<file path="config.mk">
export PLATFORM = sky130hd
export DESIGN_NAME = lbp_hist
export DESIGN_NICKNAME = d
export VERILOG_FILES = /design/src/rtl/lbp_hist.sv
export SDC_FILE = /design/constraint.sdc
export NUM_CORES = 1
export LEC_CHECK = 0
export ABC_AREA = 1
export CAP_MARGIN = 20
export CORE_AREA = 2 2 108 110
export CTS_BUF_LIST = sky130_fd_sc_hd__clkbuf_4 sky130_fd_sc_hd__clkbuf_8
export DETAILED_ROUTE_END_ITERATION = 10
export DIE_AREA = 0 0 110 112
export PLACE_DENSITY_LB_ADDON = 0.3
export REMOVE_ABC_BUFFERS = 1
export SLEW_MARGIN = 40
export SYNTH_ARGS = -nofsm -noshare
export SYNTH_HDL_FRONTEND = slang
export SYNTH_SLANG_ARGS = --single-unit
</file>
<file path="constraint.sdc">
create_clock -name clk -period 4.2 [get_ports clk]
set_clock_uncertainty 0.2 [all_clocks]
set_input_delay 0.42 -clock clk [delete_from_list [all_inputs] [get_ports clk]]
set_output_delay 0.42 -clock clk [all_outputs]
set_load 0.01 [all_outputs]
</file>
<file path="src/rtl/lbp_hist.sv">
// rtl/lbp_hist.sv - rotation-invariant uniform LBP histogram over an 8x8 code memory
// Build option: define LBP_HIST_BORDER_EN to scan all 64 addresses instead of the 36 interior ones.
module lbp_hist (
    input  logic       clk,
    input  logic       reset,
    input  logic       start,
    output logic [5:0] lbp_addr,
    output logic       lbp_req,
    input  logic [7:0] lbp_data,
    output logic [3:0] hist_bin,
    output logic [6:0] hist_cnt,
    output logic       hist_valid,
    output logic       done
);

    localparam int NUM_BINS = 10;

`ifdef LBP_HIST_BORDER_EN
    localparam logic [5:0] FIRST_ADDR = 6'd0;
    localparam logic [5:0] LAST_ADDR  = 6'd63;
`else
    localparam logic [5:0] FIRST_ADDR = 6'd9;
    localparam logic [5:0] LAST_ADDR  = 6'd54;
`endif

    localparam logic [3:0] LAST_DUMP_IDX = 4'd9;
    localparam logic [6:0] CNT_MAX       = 7'd127;

    typedef enum logic [1:0] {
        ST_IDLE,
        ST_SCAN,
        ST_DUMP,
        ST_DONE
    } state_t;

    state_t     state_q, state_d;
    logic [5:0] lbp_addr_q, lbp_addr_d;
    logic       lbp_req_q, lbp_req_d;
    logic [3:0] dump_idx_q, dump_idx_d;
    logic [3:0] hist_bin_q, hist_bin_d;
    logic [6:0] hist_cnt_q, hist_cnt_d;
    logic       hist_valid_q, hist_valid_d;
    logic       done_q, done_d;
    logic [6:0] bins_q [NUM_BINS];
    logic [6:0] bins_d [NUM_BINS];

    logic [3:0] code_bin;
    logic [6:0] dump_cnt;

    // Raster step through the scanned window; interior mode wraps x from 6 back to 1 on the next row.
    function automatic logic [5:0] next_addr(input logic [5:0] a);
`ifdef LBP_HIST_BORDER_EN
        return a + 6'd1;
`else
        if (a[2:0] == 3'd6) begin
            return {a[5:3] + 3'd1, 3'd1};
        end
        return a + 6'd1;
`endif
    endfunction

    // Uniform codes (at most two 0/1 transitions around the neighbour ring) map to their popcount, others to bin 9.
    function automatic logic [3:0] classify(input logic [7:0] b);
        logic [7:0] ring;
        logic [7:0] diff;
        logic [3:0] trans;
        logic [3:0] ones;
        // ring[0..7] walks TL, TM, TR, MR, BR, BM, BL, ML
        ring  = {b[3], b[5], b[6], b[7], b[4], b[2], b[1], b[0]};
        // diff[i] compares ring[i] with its successor; diff[7] is the wrap pair ML -> TL
        diff  = ring ^ {ring[0], ring[7:1]};
        trans = 4'd0;
        ones  = 4'd0;
        for (int i = 0; i < 8; i++) begin
            trans = trans + {3'd0, diff[i]};
            ones  = ones + {3'd0, b[i]};
        end
        if (trans <= 4'd2) begin
            return ones;
        end
        return 4'd9;
    endfunction

    // Bin of the code returned by memory this cycle, and the counter selected for the current dump beat.
    always_comb begin
        code_bin = classify(lbp_data);
        dump_cnt = 7'd0;
        for (int i = 0; i < NUM_BINS; i++) begin
            if (dump_idx_q == 4'(i)) begin
                dump_cnt = bins_q[i];
            end
        end
    end

    // Control FSM: start scan, accumulate one code per cycle, then stream the ten bins.
    always_comb begin
        state_d      = state_q;
        lbp_addr_d   = lbp_addr_q;
        lbp_req_d    = lbp_req_q;
        dump_idx_d   = dump_idx_q;
        hist_bin_d   = hist_bin_q;
        hist_cnt_d   = hist_cnt_q;
        hist_valid_d = hist_valid_q;
        done_d       = done_q;
        for (int i = 0; i < NUM_BINS; i++) begin
            bins_d[i] = bins_q[i];
        end

        case (state_q)
            ST_IDLE, ST_DONE: begin
                if (start) begin
                    state_d      = ST_SCAN;
                    lbp_addr_d   = FIRST_ADDR;
                    lbp_req_d    = 1'b1;
                    dump_idx_d   = 4'd0;
                    hist_bin_d   = 4'd0;
                    hist_cnt_d   = 7'd0;
                    hist_valid_d = 1'b0;
                    done_d       = 1'b0;
                    for (int i = 0; i < NUM_BINS; i++) begin
                        bins_d[i] = 7'd0;
                    end
                end
            end

            ST_SCAN: begin
                // lbp_data belongs to the address driven this cycle
                for (int i = 0; i < NUM_BINS; i++) begin
                    if (code_bin == 4'(i) && bins_q[i] != CNT_MAX) begin
                        bins_d[i] = bins_q[i] + 7'd1;
                    end
                end
                if (lbp_addr_q == LAST_ADDR) begin
                    state_d    = ST_DUMP;
                    lbp_req_d  = 1'b0;
                    lbp_addr_d = 6'd0;
                    dump_idx_d = 4'd0;
                end else begin
                    lbp_addr_d = next_addr(lbp_addr_q);
                end
            end

            ST_DUMP: begin
                // dump_idx runs one past the last bin so that done follows the final beat by a cycle
                if (dump_idx_q > LAST_DUMP_IDX) begin
                    state_d      = ST_DONE;
                    hist_valid_d = 1'b0;
                    hist_bin_d   = 4'd0;
                    hist_cnt_d   = 7'd0;
                    done_d       = 1'b1;
                end else begin
                    hist_valid_d = 1'b1;
                    hist_bin_d   = dump_idx_q;
                    hist_cnt_d   = dump_cnt;
                    dump_idx_d   = dump_idx_q + 4'd1;
                end
            end

            default: begin
                state_d = ST_IDLE;
            end
        endcase
    end

    // State and output registers with synchronous reset.
    always_ff @(posedge clk) begin
        if (reset) begin
            state_q      <= ST_IDLE;
            lbp_addr_q   <= 6'd0;
            lbp_req_q    <= 1'b0;
            dump_idx_q   <= 4'd0;
            hist_bin_q   <= 4'd0;
            hist_cnt_q   <= 7'd0;
            hist_valid_q <= 1'b0;
            done_q       <= 1'b0;
            for (int i = 0; i < NUM_BINS; i++) begin
                bins_q[i] <= 7'd0;
            end
        end else begin
            state_q      <= state_d;
            lbp_addr_q   <= lbp_addr_d;
            lbp_req_q    <= lbp_req_d;
            dump_idx_q   <= dump_idx_d;
            hist_bin_q   <= hist_bin_d;
            hist_cnt_q   <= hist_cnt_d;
            hist_valid_q <= hist_valid_d;
            done_q       <= done_d;
            for (int i = 0; i < NUM_BINS; i++) begin
                bins_q[i] <= bins_d[i];
            end
        end
    end

    assign lbp_addr   = lbp_addr_q;
    assign lbp_req    = lbp_req_q;
    assign hist_bin   = hist_bin_q;
    assign hist_cnt   = hist_cnt_q;
    assign hist_valid = hist_valid_q;
    assign done       = done_q;

endmodule

</file>
==> flow_summary.toml <==
[power_and_ir_drop]
peakVddDrop_v = 0.000849
power_density_mw_per_mm2 = 511
finalPower_w = 0.00372
p_leak_nw = 2.84

[layout]
antenna_cells = 0
num-fill-cells = 1014
nets = 1026
drive_gt1_share_pct = 13.8
syn_to_final_growth_pct = 17.7

[timing]
report.final.setup_viol = 0
fmax_mhz = 240
grt_setup_unrepaired = "true"
slew_viol_final = 0
finalCriticalPeriod_ps = 4170
relSlewSlack_pct = 46.1
finalHoldViolCount = 0
setup_slack_ps = 34.3
tightest_slew_ps = 809
period_share_pct = 99.2

[clocking]
numCtsBuffers = 9
cts_buffer_depth = 2
cts-root-buf = "clkbuf_8"
postCtsHoldBufs = 0
cts_tree = "done"
htreeDepth = 3
cts.clk_slew.worst_paths_ps = 100
insertion_delay_ps = 390
clock_sinks = 96

[route]
dr_total_vias = 6235
routedWlPerCell_um = 14.5
dr.pass1.iters = 5
drt_drc_violations_left = 0
ant_nets = 0
wl_mm = 16.4
via_per_inst = 5.52
drtIter0Drc = 416

[run]
maxCapViolations = 0

[die]
io_pins = 31
core_area_mm2 = 0.0112
die_area_mm2 = 0.0123
die_x_um = 110
dieHeight_um = 112
rows = 39
start_util_pct = 55.3

[place]
port_buffers = 30
place_congestion = 0.928
dpl_worst_slack_ps = -904
hpwl_mm = 11.4

[worst_setup_path]
cp_max_fo = 8
r2r_slack_ps = 1220
critPathLaunchType = "input port"
cp_slowest_cell = "fa_1"
cpMostUsedCell = "fa_1"
endpoint_kind = "flop"
critPathBufInv = 6
critPathKind = "in -> reg"
critical-path-top-delay-family = "adder cells"
cp_data_required_time_ps = 4260
worst_path_largest_cell_delay_ps = 520
cp_data_arrival_time_ps = 4230
path_cells = "buf_8, buf_6, xor2_4, fa_1, inv_2, fa_1, inv_1, fa_1, ha_2, fa_2, nand2_2, nor3b_2, buf_4, o21ai_4, nor2_1, nand2_1, nand3b_4, buf_4, nand3_1, a21oi_1"

[global_routing]
antenna_found_initial = 0
gr-total-overflow = 0
grt_max_degree = 57
grt_usage_pct = 28.0
grt_pass1_wl_mm = 27.5
grt_pass1_vias = 5847

[yosys]
ys_top_cells_by_area = "dfxtp_1 (31%), nand2_1 (13%), a21oi_1 (8.3%), nand3_1 (7.4%), inv_1 (6.7%)"
async_flop_share_pct = 0
ys_ff_latch = 96
synth.largest_area_cell = "dfxtp_1"
synth_cells = 929
synth-seq-area-share_pct = 31.1
synth_warnings = 0
synth_edf_count = 0
avgSynthCellArea_um2 = 6.66
dominantRegCellSynth = "dfxtp_1"
synth_area_mm2 = 0.00618
netlist.area_leader.share_pct = 31.1
synth.distinct_cells = 38

[status]
status = "completed"

[min_path]
holdCritPathClass = "in -> reg"
## logic make-up after synthesis
family	count (synthesis)	share of synthesized area, %
adder cells (fa/ha/maj)	33	7.65
buffers and inverters	144	9.27
flip-flops	96	31.1
AO/OA/AOI/OAI	147	12.5
XOR/XNOR	31	4.51
AND/OR/NAND/NOR	478	35.0
## through the flow
step	hold WS, ps	cells	cell area, um^2	util, %	TNS [ps]
after floorplan	235	901	6050	-	-1370
after global placement	254	1106	6760	60.5	-47030
after detailed placement	258	1106	6760	60.5	-54160
after CTS	242	1125	7080	63.4	0
after global routing	267	1130	7280	65.1	-2330
final	233	1130	7280	65.1	0
## cell usage after synthesis (3+ instances only)
cell and number:
a21oi_1 102, a31oi_1 3, buf_2 5, buf_4 7
clkbuf_1 16, dfxtp_1 96, fa_1 8, ha_1 25
inv_1 110, inv_2 6, nand2_1 220, nand2_2 14
nand3_1 92, nand3b_1 9, nand4_1 14, nor2_1 90
nor2_2 4, nor2_4 3, nor3_1 15, nor4_1 6
o211ai_1 5, o21ai_0 31, xor2_1 28
## power breakdown
group / switching (W) / internal [W]
Sequential: 0.0000593 / 0.000963
Clock: 0.000367 / 0.000232
Combinational: 0.00143 / 0.000666
Total: 0.00186 / 0.00186
## placed cells by master, fill, tap and decap left out, types with 5 or more instances in the layout
master	instances
nor2_4	5
nor2_2	10
nand3b_1	9
clkbuf_8	9
fa_1	6
nand2_4	10
nand4_1	14
nand2_2	13
inv_2	9
nand2_1	211
buf_4	32
a21oi_1	96
xor2_1	27
a21oi_2	5
nor4_1	6
dfxtp_1	96
ha_1	23
buf_6	7
o21ai_0	29
o211ai_1	5
nand3_1	89
nor3_1	14
clkdlybuf4s50_1	23
inv_1	106
nor2_1	82
## final timing paths
kind,start,endpoint,cells after the start
worst max-delay path,lbp_data[1],bins_q[7][0]$_SDFFE_PP0P_,20
worst min-delay path,reset,bins_q[1][0]$_SDFFE_PP0P_,2
worst max register to register,state_q[0]$_SDFFE_PP0P_,bins_q[9][2]$_SDFFE_PP0P_,12
worst min register to register,hist_cnt[2]$_SDFFE_PP0P_,hist_cnt[2]$_SDFFE_PP0P_,2
## layer usage
metal / vias up / wire [um] / GRT usage, %
li1: 3125 / - / -
met1: 2887 / 7500 / 37.6
met2: 184 / 7480 / 44.9
met3: 39 / 967 / 3.86
met4: 0 / 452 / 11.1
met5: - / 0 / 0
## flip-flops by register name, summed over array words and instances, names as in the netlist
signal,flops
dump_idx_q,4
hist_valid,1
lbp_req,1
bins_q,70
state_q,2
hist_cnt,7
lbp_addr,6
done,1
hist_bin,4
## final cells by class
class	instances	area, um^2	area share (%)
Clock inverter	6	50.0	0.688
Inverter	116	435	5.98
Tap cell	143	179	2.46
Sequential cell	96	1920	26.4
Clock buffer	10	131	1.81
Timing Repair Buffer	70	632	8.68
Multi-Input combinational cell	689	3930	54.0
## timing repair
item	CTS	global route
pin swaps	15	16
endpoints found under the setup margin	70	70
resized for setup	38	46
buffers inserted	3	5
Note: power is estimated with default switching activity, not from simulation.
